[src/rtl/dc_mem_ctrl.sv]
// dc_mem_ctrl
// Memory-side controller that sits directly behind the data cache.
// It services the cache's word-at-a-time miss fills, absorbs 256-bit line
// writebacks into a small circular write buffer, and drains that buffer one
// word at a time to a variable-latency, word-wide memory port. A fill that
// hits a line still held in the buffer is never allowed to read stale memory.
//
// Optional feature (macro WB_FORWARD_EN):
//   defined   - a fill that hits the buffer is answered directly from the
//               youngest matching entry on the next cycle, with no memory access.
//   undefined - a hitting fill waits while the buffer drains until no match
//               remains, then a normal memory read is issued.
//
// Ports:
//   clk             system clock, all state on the rising edge
//   reset           asynchronous, active-low reset
//   is_request      cache fill request for the word at request_addr
//   request_addr    word address of the requested fill word
//   requested_data  fill word returned to the cache
//   fill_valid      one-cycle pulse: requested_data valid
//   is_wb           cache writeback push
//   wb_addr         line address of the writeback (bits [4:0] ignored)
//   wb_data         writeback line, word k = bits [32k+31:32k]
//   wb_full         write buffer full; a push while high is dropped
//   mem_req         memory transaction request, held until mem_ack
//   mem_we          1 = write, 0 = read
//   mem_addr        memory word address (bits [1:0] = 0)
//   mem_wdata       memory write word
//   mem_ack         memory completes the transaction this cycle
//   mem_rdata       memory read data, valid with mem_ack on reads

module dc_mem_ctrl #(
    parameter int WB_DEPTH = 4,
    parameter int PTR_W    = 2
) (
    input  logic         clk,
    input  logic         reset,
    input  logic         is_request,
    input  logic [31:0]  request_addr,
    output logic [31:0]  requested_data,
    output logic         fill_valid,
    input  logic         is_wb,
    input  logic [31:0]  wb_addr,
    input  logic [255:0] wb_data,
    output logic         wb_full,
    output logic         mem_req,
    output logic         mem_we,
    output logic [31:0]  mem_addr,
    output logic [31:0]  mem_wdata,
    input  logic         mem_ack,
    input  logic [31:0]  mem_rdata
);

    typedef enum logic [1:0] {IDLE, FILL, DRAIN} state_t;

    state_t           state_q, state_d;

    logic [26:0]      wb_tag_q  [WB_DEPTH];
    logic [255:0]     wb_line_q [WB_DEPTH];
    logic [PTR_W-1:0] head_q, tail_q;
    logic [PTR_W:0]   count_q, count_d;
    logic [2:0]       wcnt_q, wcnt_d;

    logic             push, pop, ack, start_drain;
    logic             hit;
    logic [PTR_W-1:0] hit_idx, scan_idx;

    logic             req_d, we_d, fill_d;
    logic [31:0]      addr_d, wdata_d, rdata_d;

    function automatic logic [31:0] line_word(input logic [255:0] line,
                                              input logic [2:0]   k);
        return line[{k, 5'd0} +: 32];
    endfunction

    assign push = is_wb && !wb_full;
    // An ack only counts while a transaction is actually outstanding.
    assign ack  = mem_ack && mem_req;

    // Hazard scan from oldest to youngest so the last hit is the youngest entry.
    always_comb begin
        hit      = 1'b0;
        hit_idx  = '0;
        scan_idx = '0;
        for (int i = 0; i < WB_DEPTH; i++) begin
            scan_idx = head_q + PTR_W'(i);
            if (((PTR_W+1)'(i) < count_q) && (wb_tag_q[scan_idx] == request_addr[31:5])) begin
                hit     = 1'b1;
                hit_idx = scan_idx;
            end
        end
    end

    // Next-state and next-output logic. All memory-port outputs are registered,
    // so mem_ack never reaches mem_req combinationally.
    always_comb begin
        state_d     = state_q;
        wcnt_d      = wcnt_q;
        pop         = 1'b0;
        start_drain = 1'b0;
        req_d       = mem_req;
        we_d        = mem_we;
        addr_d      = mem_addr;
        wdata_d     = mem_wdata;
        rdata_d     = requested_data;
        fill_d      = 1'b0;

        case (state_q)
            IDLE: begin
                if (is_request && hit) begin
`ifdef WB_FORWARD_EN
                    rdata_d = line_word(wb_line_q[hit_idx], request_addr[4:2]);
                    fill_d  = 1'b1;
`else
                    // Flush buffered lines until the requested line is in memory.
                    start_drain = 1'b1;
`endif
                end else if (is_request && !wb_full) begin
                    state_d = FILL;
                    req_d   = 1'b1;
                    we_d    = 1'b0;
                    addr_d  = {request_addr[31:2], 2'b00};
                end else if (count_q != '0) begin
                    start_drain = 1'b1;
                end
            end

            FILL: begin
                if (ack) begin
                    rdata_d = mem_rdata;
                    fill_d  = 1'b1;
                    req_d   = 1'b0;
                    state_d = IDLE;
                end
            end

            DRAIN: begin
                // A line is always written out completely before anything else.
                if (ack) begin
                    if (wcnt_q == 3'd7) begin
                        pop     = 1'b1;
                        wcnt_d  = 3'd0;
                        req_d   = 1'b0;
                        we_d    = 1'b0;
                        state_d = IDLE;
                    end else begin
                        wcnt_d  = wcnt_q + 3'd1;
                        addr_d  = {wb_tag_q[head_q], wcnt_q + 3'd1, 2'b00};
                        wdata_d = line_word(wb_line_q[head_q], wcnt_q + 3'd1);
                    end
                end
            end

            default: state_d = IDLE;
        endcase

        if (start_drain) begin
            state_d = DRAIN;
            req_d   = 1'b1;
            we_d    = 1'b1;
            addr_d  = {wb_tag_q[head_q], 5'd0};
            wdata_d = line_word(wb_line_q[head_q], 3'd0);
        end
    end

    always_comb begin
        count_d = count_q;
        case ({push, pop})
            2'b10:   count_d = count_q + 1'b1;
            2'b01:   count_d = count_q - 1'b1;
            default: count_d = count_q;
        endcase
    end

    // Control state and registered outputs.
    always_ff @(posedge clk or negedge reset) begin
        if (!reset) begin
            state_q        <= IDLE;
            head_q         <= '0;
            tail_q         <= '0;
            count_q        <= '0;
            wcnt_q         <= '0;
            wb_full        <= 1'b0;
            mem_req        <= 1'b0;
            mem_we         <= 1'b0;
            mem_addr       <= '0;
            mem_wdata      <= '0;
            requested_data <= '0;
            fill_valid     <= 1'b0;
        end else begin
            state_q        <= state_d;
            wcnt_q         <= wcnt_d;
            count_q        <= count_d;
            wb_full        <= (count_d == (PTR_W+1)'(WB_DEPTH));
            mem_req        <= req_d;
            mem_we         <= we_d;
            mem_addr       <= addr_d;
            mem_wdata      <= wdata_d;
            requested_data <= rdata_d;
            fill_valid     <= fill_d;
            if (push) tail_q <= tail_q + PTR_W'(1);
            if (pop)  head_q <= head_q + PTR_W'(1);
        end
    end

    // Buffer storage; validity is carried entirely by head/count.
    always_ff @(posedge clk) begin
        if (push) begin
            wb_tag_q[tail_q]  <= wb_addr[31:5];
            wb_line_q[tail_q] <= wb_data;
        end
    end

`ifdef WB_FORWARD_EN
    logic unused_bits;
    assign unused_bits = ^{request_addr[1:0], wb_addr[4:0]};
`else
    logic unused_bits;
    assign unused_bits = ^{request_addr[1:0], wb_addr[4:0], hit_idx};
`endif

endmodule

[config.mk]
export PLATFORM = sky130hd
export DESIGN_NAME = dc_mem_ctrl
export DESIGN_NICKNAME = d
export VERILOG_FILES = /design/src/rtl/dc_mem_ctrl.sv
export SDC_FILE = /design/constraint.sdc
export NUM_CORES = 1
export LEC_CHECK = 0
export CAP_MARGIN = 10
export CORE_MARGIN = 4
export CORE_UTILIZATION = 50
export DETAILED_ROUTE_END_ITERATION = 8
export PLACE_DENSITY = 0.69
export SETUP_SLACK_MARGIN = 0.2
export SKIP_CTS_REPAIR_TIMING = 1
export SLEW_MARGIN = 20
export SYNTH_ARGS = -nofsm -noshare
export SYNTH_HDL_FRONTEND = slang
export SYNTH_SLANG_ARGS = --single-unit
[constraint.sdc]
create_clock -name clk -period 8.5 [get_ports clk]
set_input_delay 1.7 -clock clk [delete_from_list [all_inputs] [get_ports clk]]
set_output_delay 1.7 -clock clk [all_outputs]
set_load 0.02 [all_outputs]
==> impl_results.md <==
* Root buffer cell: clkbuf_16
* Status: finished, final reports clean
* Final wirelength at roughly 120,000 um
* Synth top cells by count: edfxtp_1, mux4_2, mux2i_1, dfrtp_1, clkbuf_1
* Drt initial violations at approximately 1,900
* Critical Path Start Type: flop
* Clock skew at about 0.029 ns
* Synth Instances at 2,491
* Sequential-to-total area share from yosys stat at 71.6%
* Yosys warns at 0
* Num ports at between 400 and 500
* CTS Sinks at approximately 1,200
* DP HPWL at between 70,000 and 80,000 um
* Global Route Usage Sum at approximately 23%
* Final Hold Viols at 0
* Vias per cell at ~5.8
* Max cap viols at 0
* Number of CTS-inserted buffers at ~130
* Power Density at around 330 mW/mm2
* Max-Slew Margin vs Limit at between 10 and 15%
* Post-synthesis register bit count at approximately 1,200
* Top FF cell, synth: edfxtp_1
* Leak at roughly 20 nW
* Unrepaired setup endpoints after global routing: false
* Net Sw Power at between 0.006 and 0.007 W
* Min-Delay Path Depth at 1
* Hold Startpoint: mem_addr[11]
* Post-synth EDFFs at between 1,000 and 1,500
* Post-synthesis cell area at 0.0513 mm2
* DP Worst Slack at 2.45 ns
* IO buf count at between 400 and 500
* Final period utilization at 65.7%
* Setup Crit Path Kind: flop to flop
* TritonRoute pass-1 iters at 6
* Setup_tns at 0 ns
* Wirelength per Cell at approximately 28 um
* Initial Util at between 50 and 60%
* First-pass GRT wire length at roughly 180,000 um
* Slew @ Worst Pin at between 1 and 1.5 ns
* Core Util, Final at 60.5%
* Logic gate share of total power at 29.5%
* Crit Path Max Fanout at 42
* Mapped Avg Cell Area at between 20 and 25 um2
* Placer Congestion at between 0.8 and 0.9
* Initial antenna violation count at 46
* Layout cells sized above 1 at 22.5%
* Max Buffers Root-to-Sink at 3
* Full die area at roughly 0.11 mm2
* Hold endpoint: mem_addr[11]
* Period minus WS final at ~5.6 ns
* R2r endpoint: mem_addr[8]
* Most numerous cell in the Yosys netlist: edfxtp_1
* Worst reg2reg setup slack at 2.91 ns
* Cell taking the most area after synthesis: edfxtp_1
* Clk pin slew, worst setup/hold paths at 0.06 ns
* R2R depth at 12
* Setup slack after layout at 2.91 ns
* Seq pwr share at approximately 43%
* Setup violations, final at 0
* R2r startpoint: head_q[1]
* Switching share of total power at a little under a third
* Largest net degree at the start of global routing at 159
* Synth unique cells at 67
* WP data arrival at approximately 6 ns
* Required time worst endpoint at around 9.1 ns
* Layout fillers at 7,121
* Vias in the first global route at around 27,000
* Clock Latency Late Sink at 0.73 ns
* Final Non-Filler Cells at ~4,500
* Via Count at 26,100
* Cell internal pwr at 0.0141 W
* Cell count after placement at between 4,000 and 5,000
* Achievable Freq at 0.179 GHz
* Number of remaining DRC errors at 0
* Core area at just over 0.1 mm2
* Critical path endpoint category: flop
* Top cells by area, synth: edfxtp_1, mux4_2, dfrtp_1
* Total gr overflow at 0
* Die X-Extent at between 300 and 400 um
* Pins over their slew limit at 0
* Top-area cell type share of the netlist area at 66.3%
* Die H at approximately 330 um
* Clk network pwr share at 27.8%
* Worst VDD drop at approximately 0.28 mV
* Ys async rst share at under 10%
* Area grow syn2layout at 20.0%
* FP Rows at around 120
* Worst min path class: flop to flop
* CTS tree: built
* H-tree Lvls at 4
* Fin nets at about 3,300
* Post-DRT Antenna Nets at 0
-- final cells by class --
class                      count  area (um2)  share of cell area (%)
multi-input combinational   1072       13700                    22.3
inverter                      24        92.6                   0.150
tap                         1368        1710                    2.78
timing repair buffer         481        4850                    7.88
clock inverter                68         658                    1.07
sequential                  1242       36800                    59.7
antenna                       26        65.1                   0.106
clock buffer                 178        3670                    5.97
-- worst max path at each step --
stage	from	to	slack (ns)	cells after the start
final	head_q[1]	mem_addr[8]	2.91	12
after global routing	head_q[1]	mem_addr[8]	2.54	12
after CTS	head_q[1]	mem_addr[8]	2.86	12
after detailed placement	request_addr[20]	mem_addr[10]	2.45	11
after global placement	request_addr[16]	mem_addr[8]	2.49	11
after floorplan	is_wb	wb_line_q[0][0]	2.48	3
-- metal layers --
metal  vias up  GRT usage [%]  wire length, um
met5         -              0              248
met4        36           8.23             3930
met3       214           6.75             9420
met2       854           37.7            62200
met1     13700           29.8            48400
li1      11300              -                -
-- registers in the layout (all words and copies together) (netlist names) --
register        flops
wb_line_q        1024
wb_tag_q          108
mem_wdata          32
requested_data     32
mem_addr           30
count_q             3
wcnt_q              3
head_q              2
state_q             2
tail_q              2
fill_valid          1
mem_req             1
mem_we              1
wb_full             1
-- through the flow --
step	cell area, um2	hold WS [ns]	total power (W)
floorplan	51300	0.454	0.0126
global placement	57100	0.477	0.0147
detailed placement	57100	0.489	0.0148
CTS	61400	0.503	0.0205
global route	61500	0.507	0.0212
finish	61500	0.497	0.0203
-- layout by cell type (no fill, tap or decap), types with 26 or more instances in the layout --
master	n
nand2_1	63
mux4_2	344
clkdlybuf4s50_1	446
mux2i_1	156
clkbuf_16	136
nor2_1	52
edfxtp_1	1132
clkbuf_1	31
mux2_2	53
o21ai_1	33
dfrtp_1	107
xnor2_1	67
diode_2	26
mux2_4	39
a21oi_1	50
-- power groups by stage --
| stage | clock network (W) | logic [W] | registers (W) |
|---|---|---|---|
| 5_1_grt | 0.00602 | 0.00637 | 0.00877 |
| 3_5_place_dp | 0 | 0.00607 | 0.00878 |
| 2_1_floorplan | 0 | 0.00363 | 0.00898 |
| 6_report | 0.00563 | 0.00597 | 0.00865 |
| 4_1_cts | 0.00577 | 0.00608 | 0.00866 |
| 3_3_place_gp | 0 | 0.00600 | 0.00868 |
-- cells by family (layout without fill, tap and decap cells) --
logic type / Yosys count / in the layout / synth area share, %
adders and majority gates: 17 / 17 / 0.415
muxes: 607 / 607 / 20.8
DFF: 1242 / 1242 / 71.6
and+or+nand+nor: 170 / 170 / 1.54
AOI/OAI and AO/OA: 186 / 186 / 2.38
buffers and inverters: 178 / 751 / 1.68
xor gates and xnor gates: 90 / 90 / 1.54
other: 1 / 28 / 0.00731
-- worst max-delay path, cell delays in order (launching register included) --
cell	delay, ns
dfrtp_4	0.90
buf_4	0.59
mux4_2	0.59
xor2_1	0.18
nor4_1	0.60
nand4_1	0.17
nor4_1	0.35
a22oi_2	0.20
and2_1	0.21
nand2b_1	0.18
a21oi_4	0.63
buf_4	0.39
mux2_2	0.37
Power figures use the tool's default switching activity.
